===== src/rtl/dram_file_port_ctrl_if.sv =====
// rtl/dram_file_port_ctrl_if.sv - command, stream and DRAM file-port bundle for the file port controller
interface dram_file_port_ctrl_if #(
    parameter int ADDR_W = 12,
    parameter int DATA_W = 32
);
    logic              start_load;
    logic              start_dump;
    logic              abort;
    logic [ADDR_W-1:0] base_addr;
    logic [ADDR_W-1:0] word_count;
    logic [DATA_W-1:0] in_data;
    logic              in_valid;
    logic              in_ready;
    logic [DATA_W-1:0] out_data;
    logic              out_valid;
    logic              out_ready;
    logic              busy;
    logic              done;
    logic              err;
    logic [DATA_W-1:0] dram_dataIn;
    logic [ADDR_W-1:0] dram_addr;
    logic              dram_we;
    logic [DATA_W-1:0] dram_dataOut;

    // Host and DRAM side: issues commands, feeds/drains streams, models the memory
    modport master (
        output start_load, start_dump, abort, base_addr, word_count,
        output in_data, in_valid, out_ready, dram_dataOut,
        input  in_ready, out_data, out_valid, busy, done, err,
        input  dram_dataIn, dram_addr, dram_we
    );

    modport slave (
        input  start_load, start_dump, abort, base_addr, word_count,
        input  in_data, in_valid, out_ready, dram_dataOut,
        output in_ready, out_data, out_valid, busy, done, err,
        output dram_dataIn, dram_addr, dram_we
    );
endinterface


===== src/rtl/dram_file_port_ctrl.sv =====
// rtl/dram_file_port_ctrl.sv - sequential LOAD/DUMP controller on the DRAM external file port
module dram_file_port_ctrl #(
    parameter int ADDR_W = 12,
    parameter int DATA_W = 32,
    parameter int DEPTH  = 51
) (
    input  logic                 clk,
    input  logic                 rst_n,
    dram_file_port_ctrl_if.slave bus
);
    localparam logic [1:0] ST_IDLE = 2'd0;
    localparam logic [1:0] ST_LOAD = 2'd1;
    localparam logic [1:0] ST_DUMP = 2'd2;
    localparam logic [1:0] ST_FIN  = 2'd3;

    localparam logic [ADDR_W:0] DEPTH_X = (ADDR_W+1)'(DEPTH);

    logic [1:0]        state_q, state_d;
    logic [ADDR_W-1:0] ptr_q, ptr_d;
    logic [ADDR_W-1:0] remaining_q, remaining_d;
    logic              done_q, done_d;
    logic              err_q, err_d;

    logic [ADDR_W:0]   end_addr;
    logic              range_ok;
    logic              beat;

    // One extra bit so base+count cannot wrap into a falsely legal range
    assign end_addr = {1'b0, bus.base_addr} + {1'b0, bus.word_count};
    assign range_ok = (bus.word_count != '0) && (end_addr <= DEPTH_X);
    assign beat     = ((state_q == ST_LOAD) && bus.in_valid) ||
                      ((state_q == ST_DUMP) && bus.out_ready);

    always_comb begin
        state_d     = state_q;
        ptr_d       = ptr_q;
        remaining_d = remaining_q;
        err_d       = 1'b0;
        case (state_q)
            ST_IDLE: begin
                if (bus.start_load && bus.start_dump) begin
                    err_d = 1'b1;
                end else if (bus.start_load || bus.start_dump) begin
                    if (range_ok) begin
                        ptr_d       = bus.base_addr;
                        remaining_d = bus.word_count;
                        state_d     = bus.start_load ? ST_LOAD : ST_DUMP;
                    end else begin
                        err_d = 1'b1;
                    end
                end
            end
            ST_LOAD, ST_DUMP: begin
                if (beat) begin
                    ptr_d       = ptr_q + ADDR_W'(1);
                    remaining_d = remaining_q - ADDR_W'(1);
                    if (remaining_q == ADDR_W'(1)) state_d = ST_FIN;
                end
                // Abort wins over a final beat: the write still commits but no done
                if (bus.abort) state_d = ST_IDLE;
            end
            default: state_d = ST_IDLE;
        endcase
        done_d = (state_d == ST_FIN);
    end

    always_ff @(posedge clk or negedge rst_n) begin
        if (!rst_n) begin
            state_q     <= ST_IDLE;
            ptr_q       <= '0;
            remaining_q <= '0;
            done_q      <= 1'b0;
            err_q       <= 1'b0;
        end else begin
            state_q     <= state_d;
            ptr_q       <= ptr_d;
            remaining_q <= remaining_d;
            done_q      <= done_d;
            err_q       <= err_d;
        end
    end

    assign bus.in_ready    = (state_q == ST_LOAD);
    assign bus.dram_we     = bus.in_ready & bus.in_valid;
    assign bus.dram_addr   = ptr_q;
    assign bus.dram_dataIn = (state_q == ST_LOAD) ? bus.in_data : '0;
    assign bus.out_valid   = (state_q == ST_DUMP);
    assign bus.out_data    = (state_q == ST_DUMP) ? bus.dram_dataOut : '0;
    assign bus.busy        = (state_q == ST_LOAD) || (state_q == ST_DUMP);
    assign bus.done        = done_q;
    assign bus.err         = err_q;
endmodule

===== src/flat_wrapper.sv =====
// flat-port wrapper written by rule: the top's interface ports become plain ports
module dram_file_port_ctrl_flat 
#(
    parameter int ADDR_W = 12,
    parameter int DATA_W = 32,
    parameter int DEPTH  = 51
)
  (clk, rst_n, bus_start_load, bus_start_dump, bus_abort, bus_base_addr, bus_word_count, bus_in_data, bus_in_valid, bus_out_ready, bus_dram_dataOut, bus_in_ready, bus_out_data, bus_out_valid, bus_busy, bus_done, bus_err, bus_dram_dataIn, bus_dram_addr, bus_dram_we);
  dram_file_port_ctrl_if #(.ADDR_W(ADDR_W), .DATA_W(DATA_W)) bus_i ();
  input  logic clk;
  input  logic rst_n;
  input wire logic [$bits(bus_i.start_load)-1:0] bus_start_load;
  input wire logic [$bits(bus_i.start_dump)-1:0] bus_start_dump;
  input wire logic [$bits(bus_i.abort)-1:0] bus_abort;
  input wire logic [$bits(bus_i.base_addr)-1:0] bus_base_addr;
  input wire logic [$bits(bus_i.word_count)-1:0] bus_word_count;
  input wire logic [$bits(bus_i.in_data)-1:0] bus_in_data;
  input wire logic [$bits(bus_i.in_valid)-1:0] bus_in_valid;
  input wire logic [$bits(bus_i.out_ready)-1:0] bus_out_ready;
  input wire logic [$bits(bus_i.dram_dataOut)-1:0] bus_dram_dataOut;
  output wire logic [$bits(bus_i.in_ready)-1:0] bus_in_ready;
  output wire logic [$bits(bus_i.out_data)-1:0] bus_out_data;
  output wire logic [$bits(bus_i.out_valid)-1:0] bus_out_valid;
  output wire logic [$bits(bus_i.busy)-1:0] bus_busy;
  output wire logic [$bits(bus_i.done)-1:0] bus_done;
  output wire logic [$bits(bus_i.err)-1:0] bus_err;
  output wire logic [$bits(bus_i.dram_dataIn)-1:0] bus_dram_dataIn;
  output wire logic [$bits(bus_i.dram_addr)-1:0] bus_dram_addr;
  output wire logic [$bits(bus_i.dram_we)-1:0] bus_dram_we;
  assign bus_i.start_load = bus_start_load;
  assign bus_i.start_dump = bus_start_dump;
  assign bus_i.abort = bus_abort;
  assign bus_i.base_addr = bus_base_addr;
  assign bus_i.word_count = bus_word_count;
  assign bus_i.in_data = bus_in_data;
  assign bus_i.in_valid = bus_in_valid;
  assign bus_i.out_ready = bus_out_ready;
  assign bus_i.dram_dataOut = bus_dram_dataOut;
  assign bus_in_ready = bus_i.in_ready;
  assign bus_out_data = bus_i.out_data;
  assign bus_out_valid = bus_i.out_valid;
  assign bus_busy = bus_i.busy;
  assign bus_done = bus_i.done;
  assign bus_err = bus_i.err;
  assign bus_dram_dataIn = bus_i.dram_dataIn;
  assign bus_dram_addr = bus_i.dram_addr;
  assign bus_dram_we = bus_i.dram_we;
  dram_file_port_ctrl #(.ADDR_W(ADDR_W), .DATA_W(DATA_W), .DEPTH(DEPTH)) u_core (.clk(clk), .rst_n(rst_n), .bus(bus_i));
endmodule

===== config.mk =====
export PLATFORM = sky130hd
export DESIGN_NAME = dram_file_port_ctrl_flat
export DESIGN_NICKNAME = d
export VERILOG_FILES = /design/src/rtl/dram_file_port_ctrl_if.sv /design/src/rtl/dram_file_port_ctrl.sv /design/src/flat_wrapper.sv
export SDC_FILE = /design/constraint.sdc
export NUM_CORES = 1
export LEC_CHECK = 0
export ABC_AREA = 1
export CAP_MARGIN = 20
export CORE_MARGIN = 2
export CORE_UTILIZATION = 36
export CTS_CLUSTER_DIAMETER = 80
export DETAILED_ROUTE_END_ITERATION = 8
export GPL_TIMING_DRIVEN = 0
export PLACE_DENSITY = 0.79
export SLEW_MARGIN = 20
export SYNTH_ARGS = -nofsm -noshare
export SYNTH_HDL_FRONTEND = slang
export SYNTH_SLANG_ARGS = --single-unit

===== constraint.sdc =====
create_clock -name clk -period 1.7 [get_ports clk]
set_clock_uncertainty 0.1 [all_clocks]
set_input_delay 0.34 -clock clk [delete_from_list [all_inputs] [get_ports clk]]
set_output_delay 0.34 -clock clk [all_outputs]
set_load 0.02 [all_outputs]

; Word-level counts from Yosys, hierarchy flattened
; Cells that the tools add are included.
[word_totals]
word_cells = 54
inputBits = 95
output_inout_bits = 82
ff_bits = 28
[classes]
n_reduce_logical = 12
muxes = 24
n_bitwise = 1
n_lt_le_gt_ge = 1
n_eq_ne = 8
add_sub_neg = 3
[op_table]
columns = cell, n
row1 = 12-bit two-way mux, 8
row2 = 32-bit two-way mux, 2
row3 = 12-bit one-hot mux with 2 select lines, 2
row4 = 2-bit two-way mux, 7
row5 = 12-bit by 12-bit adder with 13-bit output, 1
row6 = "13-bit by 6-bit less-or-equal comparator with 1-bit output, second input constant", 1
row7 = "12-bit by 1-bit adder with 12-bit output, second input constant", 1
row8 = "12-bit by 1-bit == test with 1-bit output, second input constant", 1
row9 = 12-bit nonzero test, 1
row10 = "12-bit by 1-bit subtractor with 12-bit output, second input constant", 1
row11 = "2-bit by 1-bit != test with 1-bit output, second input constant", 3
row12 = 5-bit AND reduction, 1
row13 = "2-bit == test, second input constant", 2
row14 = 1-bit logical AND, 4
row15 = 1-bit two-way mux, 4
row16 = 2-bit one-hot mux with 2 select lines, 1
row17 = 1-bit logical OR, 3
row18 = "2-bit by 1-bit == test with 1-bit output, second input constant", 1
row19 = 2-bit zero test, 1
row20 = "2-bit != test, second input constant", 1
row21 = 2-bit nonzero test, 1
row22 = 2-bit OR reduction, 1
row23 = 1-bit AND, 1

; Longest topological paths before layout
; Gate-level depths: netlist (run 1).
[depth]
depth_word = 8
ltp_mapped = 18
ltp_nobuf = 17

; Worst setup path before layout (run 1)
; OpenSTA, ideal clock, no wires.
[synth_timing]
path_kind = input port to flip-flop
from = input port bus_word_count[0]
to = register u_core.ptr_q[11], in the netlist u_core.bus.dram_addr[11]
setup_time_ns = 0.127
t_required_ns = 1.473
n_path_buf = 1
slack_ns = -0.644
cell_stages = 15
arrival_time_ns = 2.117
cell_sequence = ha_1 > fa_1 > nand3_1 > nand2_1 > nand2_1 > nand2_1 > nand2_1 > nand3_1 > nor2_2 > nand3_1 > nand2_1 > nand3_2 > buf_2 > nand2_1 > o21ai_0
[synth_via]
elab_chain_len = 5
elab_cells_between_ends = 6
cone_classes = add/sub (1) / order compare (1) / eq/ne (1) / reduce/logical (3)
[synth_rtl]
columns = element, line
row1 = from (decl), flat_wrapper.sv:16  ; input wire logic [$bits(bus_i.word_count)-1:0] bus_word_count;
row2 = 12-bit by 12-bit adder with 13-bit output, dram_file_port_ctrl.sv:29  ; assign end_addr = {1'b0, bus.base_addr} + {1'b0, bus.word_count};
row3 = 13-bit by 6-bit less-or-equal comparator with 1-bit output, dram_file_port_ctrl.sv:30  ; assign range_ok = (bus.word_count != '0) && (end_addr <= DEPTH_X);
row4 = 1-bit logical AND *, dram_file_port_ctrl.sv:30
row5 = 2-bit by 1-bit != test with 1-bit output (no source line) *, --
row6 = 5-bit AND reduction (no source line) *, --
row7 = to (signal assigned), dram_file_port_ctrl.sv:76  ; ptr_q <= ptr_d;
row8 = to (decl), dram_file_port_ctrl.sv:19  ; logic [ADDR_W-1:0] ptr_q, ptr_d;
; Every way passes the cells marked *; elsewhere a longest branch is shown, timed or not.
; A chain may end at the register's enable or synchronous reset.

; Worst setup path in the final report (run 1)
[layout_timing]
from = input port bus_base_addr[9]
to = register u_core.done_q, in the netlist u_core.bus.done
[layout_via]
elab_chain_len = 8
[layout_rtl]
columns = element, line
row1 = from (decl), flat_wrapper.sv:15  ; input wire logic [$bits(bus_i.base_addr)-1:0] bus_base_addr;
row2 = 12-bit by 12-bit adder with 13-bit output, dram_file_port_ctrl.sv:29
row3 = 13-bit by 6-bit less-or-equal comparator with 1-bit output, dram_file_port_ctrl.sv:30
row4 = 1-bit logical AND, dram_file_port_ctrl.sv:30
row5 = 2-bit two-way mux, dram_file_port_ctrl.sv:44  ; if (range_ok) begin
row6 = 2-bit two-way mux, dram_file_port_ctrl.sv:43  ; end else if (bus.start_load || bus.start_dump) begin
row7 = 2-bit two-way mux, dram_file_port_ctrl.sv:41  ; if (bus.start_load && bus.start_dump) begin
row8 = 2-bit one-hot mux with 2 select lines, dram_file_port_ctrl.sv:39  ; case (state_q)
row9 = 2-bit == test, dram_file_port_ctrl.sv:64  ; done_d = (state_d == ST_FIN);
row10 = net u_core.done_d, dram_file_port_ctrl.sv:21  ; logic done_q, done_d;
row11 = to (signal assigned), dram_file_port_ctrl.sv:78  ; done_q <= done_d;
row12 = to (decl), dram_file_port_ctrl.sv:21
; The timed path passes the listed nets, and every way through them passes these cells.

==> results of run 1 <==
==> final cells by class <==
cell class,count,share of cell area
Multi-Input combinational cell,408,0.414
Clock buffer,3,0.00593
Inverter,126,0.0701
Sequential cell,28,0.101
Buffer,17,0.0358
Timing Repair Buffer,238,0.349
Clock inverter,1,0.00432
Tap cell,108,0.0194
==> synth_stat cells (all sizes together) <==
cell and instances:
clkinv 1, xor2 9, nand3 34, clkbuf 13, buf 4, inv 125, o21ai 35, a31o 1
dfrtp 28, a211oi 2, fa 1, nand3b 1, mux2i 1, nor2 47, ha 19, a31oi 1
nand2 223, xnor2 3, nor3 6, or2 1, a21oi 15, nand4 7, o31ai 2
==> worst max-delay path, stage by stage <==
cell,delay (ps)
dlygate4sd2_1,320
ha_4,270
nand2_1,90
nand2_1,80
nand3_1,100
nand2_1,80
nor2_1,260
nand3_2,130
nor2_4,110
buf_4,110
buf_4,90
nand4_1,110
nand2_1,110
nand2_1,80
a21oi_2,240
nor2_1,100
==> routing by layer <==
metal  vias to the layer above  share of wire  wire length, microns
li1                       2225              -                     -
met1                      2424           0.33                  6700
met2                       495           0.48                  9760
met3                       184           0.10                  2040
met4                         0          0.091                  1850
met5                         -              0                     0
==> per-stage QoR <==
stage / hold slack, ps / utilization
3_3_place_gp: 417 / 0.596
4_1_cts: 261 / 0.725
5_1_grt: 289 / 0.802
3_5_place_dp: 316 / 0.596
2_1_floorplan: -55.6 / -
6_report: 239 / 0.802
==> final timing paths <==
check | start | endpoint | depth (start not counted)
worst max register to register | u_core.state_q[1]$_DFF_PN0_ | u_core.remaining_q[11]$_DFFE_PN0P_ | 13
worst min register to register | u_core.bus.dram_addr[1]$_DFFE_PN0P_ | u_core.bus.dram_addr[1]$_DFFE_PN0P_ | 2
worst min-delay path | bus_base_addr[0] | u_core.bus.dram_addr[0]$_DFFE_PN0P_ | 5
max in group asynchronous | rst_n | u_core.remaining_q[8]$_DFFE_PN0P_ | 2
min in group asynchronous | rst_n | u_core.bus.dram_addr[2]$_DFFE_PN0P_ | 2
worst max-delay path | bus_base_addr[9] | u_core.bus.done$_DFF_PN0_ | 16
==> flip-flops by register name (all words and copies together), names as in the netlist <==
signal,flops
u_core.remaining_q,12
u_core.bus.dram_addr,12
u_core.state_q,2
u_core.bus.err,1
u_core.bus.done,1
==> power breakdown <==
group          internal [mW]  switching (mW)  total, mW  leakage, nW
combinational           2.93            3.78       6.71         3.62
clock                  0.317           0.259      0.576       0.0357
sequential             0.971           0.317       1.29        0.349
==> cells by family (layout without fill, tap and decap cells) <==
family          count (synthesis)  after routing
compound gates                 56             56
xor+xnor                       12             12
fa+ha+maj                      20             20
buf+inv                       143            385
flops                          28             28
mux                             1              1
simple gates                  319            319
==> timing repair <==
action	CTS	global route
pin swaps	28	35
cloned	7	1
buffers inserted	38	18
hold buffers	1	0
hold endpoints to repair	11	0
endpoints found under the setup margin	108	98
resized for setup	663	175
==> metrics.md, run 1 <==
| Metric | Value |
|---|---|
| Nets | `937` |
| Post-layout instance area | `6960 sq um` |
| Die area | `9690 sq um` |
| Status | `finished with violations` |
| Syn Nets | `694` |
| All-Layer GR Usage | `0.302` |
| Storage cell area | `701 sq um` |
| Synthesized area | `3210 sq um` |
| Distinct cells, synth | `30` |
| Initial antenna violation count | `0` |
| Yosys top cell area share | `0.259` |
| HPWL after detailed placement | `10500 microns` |
| Final worst slack | `-855 ps` |
| Synth Area in Simple Gates | `0.399` |
| WL final | `20400 microns` |
| Clock tree root driver cell | `clkbuf_8` |
| Worst R2R Setup Slack | `-620 ps` |
| CTS sink cnt | `28` |
| Placed inst area | `5170 sq um` |
| Grt peak-use layer | `met2` |
| Inst Count DP | `863` |
| Drt pass-1 iters | `6` |
| Die X | `98.5 microns` |
| Least-Margin Pin Slew | `704 ps` |
| Initial core utilization | `0.370` |
| Met3 GRT Util | `0.0496` |
| Worst endpoint required time | `1790 ps` |
| DRC Markers | `0` |
| Unrepaired setup endpoints after global routing | `true` |
| Global-route wire length before repair | `23500 microns` |
| CTS clk-pin slew, worst paths | `120 ps` |
| Number of global-route vias before repair | `4659` |
| Post-synthesis xor/xnor area fraction | `0.0327` |
| Clock Path Buffers | `2` |
| Seq cells post-synth | `28` |
| Critical path type | `in2reg` |
| Power Total | `8.58 mW` |
| Met2 Track Usage GR | `0.596` |
| 1st-iter DRT viols | `507` |
| Port bufs | `176` |
| I/O pins | `177` |
| Most frequent cells in the layout | `nand2_1, buf_6, inv_2, clkdlybuf4s50_1, nand2_4` |
| Relative slew slack | `0.531` |
| Fmax | `391 MHz` |
| CP startpoint kind | `primary input` |
| Final critical-path share of the clock period | `1.50` |
| CTS HTree Levels | `1` |
| Routed length per instance | `21.9 microns` |
| HP Class | `in2reg` |
| Clock period minus worst slack | `2550 ps` |
| Hold Vio Cnt, Final | `0` |
| Via count | `5328` |
| Gpl congestion | `0.975` |
| Height of the die | `98.5 microns` |
| Ant diodes | `0` |
| Adder-cell area share of the yosys netlist | `0.0802` |
| Post-Place Worst Slack | `-1300 ps` |
| CTS tree | `yes` |
| Failing checks | `negative setup slack` |
| Row count | `34` |
| Post-Syn Instances | `579` |
| Crit path max fanout | `5` |
| Mean Syn Cell Area | `5.55 sq um` |
| CP arrival | `2640 ps` |
| Ratio of cells with drive above 1 in the final layout | `0.491` |
| Pwr per Cell Area | `1230 nW/um^2` |
| Vias per cell | `5.74` |
| Main combinational cell family by area after synthesis | `simple AND/OR/NAND/NOR gates` |
| Multi-input logic area | `2880 sq um` |
| LEAKAGE | `4.00 nW` |
| Largest area contributor in the netlist | `nand2_1` |
| Pin count of the biggest net entering global routing | `29` |
| Final non-filler cell total | `929` |
| Max-cap violations | `0` |
| GR Util met1 | `0.326` |
| Layout fillers | `466` |
| Setup TNS Final | `-46440 ps` |
| Synthesis warning total | `0` |
| Final ANT Viol Nets | `0` |
| Sequential area share after synthesis | `0.218` |
| Final setup viols | `95` |
| Compound-Gate Fraction of Synth Area | `0.0919` |
| Num CTS Buffers | `3` |
| Area growth, synth to finish | `117%` |
| Peak supply drop | `807 uV` |
| Commonest non-fill, non-tap cell in the layout | `nand2_1` |
| Fin. max-slew vios | `0` |
| Top cells by area, synth | `nand2_1, dfrtp_1, inv_1` |
| Grt total ovfl | `0` |
| Element type at the critical path end | `flip-flop` |
| Placeable Area | `8680 sq um` |
| Worst skew pair latency | `300 ps` |
| Multiplexer area fraction after synthesis | `0.00312` |
No activity file was read; power rests on OpenSTA's default activity.
==> run 2: changes to the inputs <==
--- a/config.mk
+++ b/config.mk
@@ -12,6 +12,7 @@
 export CTS_CLUSTER_DIAMETER = 80
 export DETAILED_ROUTE_END_ITERATION = 8
 export GPL_TIMING_DRIVEN = 0
+export HOLD_SLACK_MARGIN = 0.15
 export PLACE_DENSITY = 0.79
 export SLEW_MARGIN = 20
 export SYNTH_ARGS = -nofsm -noshare
==> results of run 2 <==
Same layout as run 1: the final DEF is identical, and so are final timing and power.
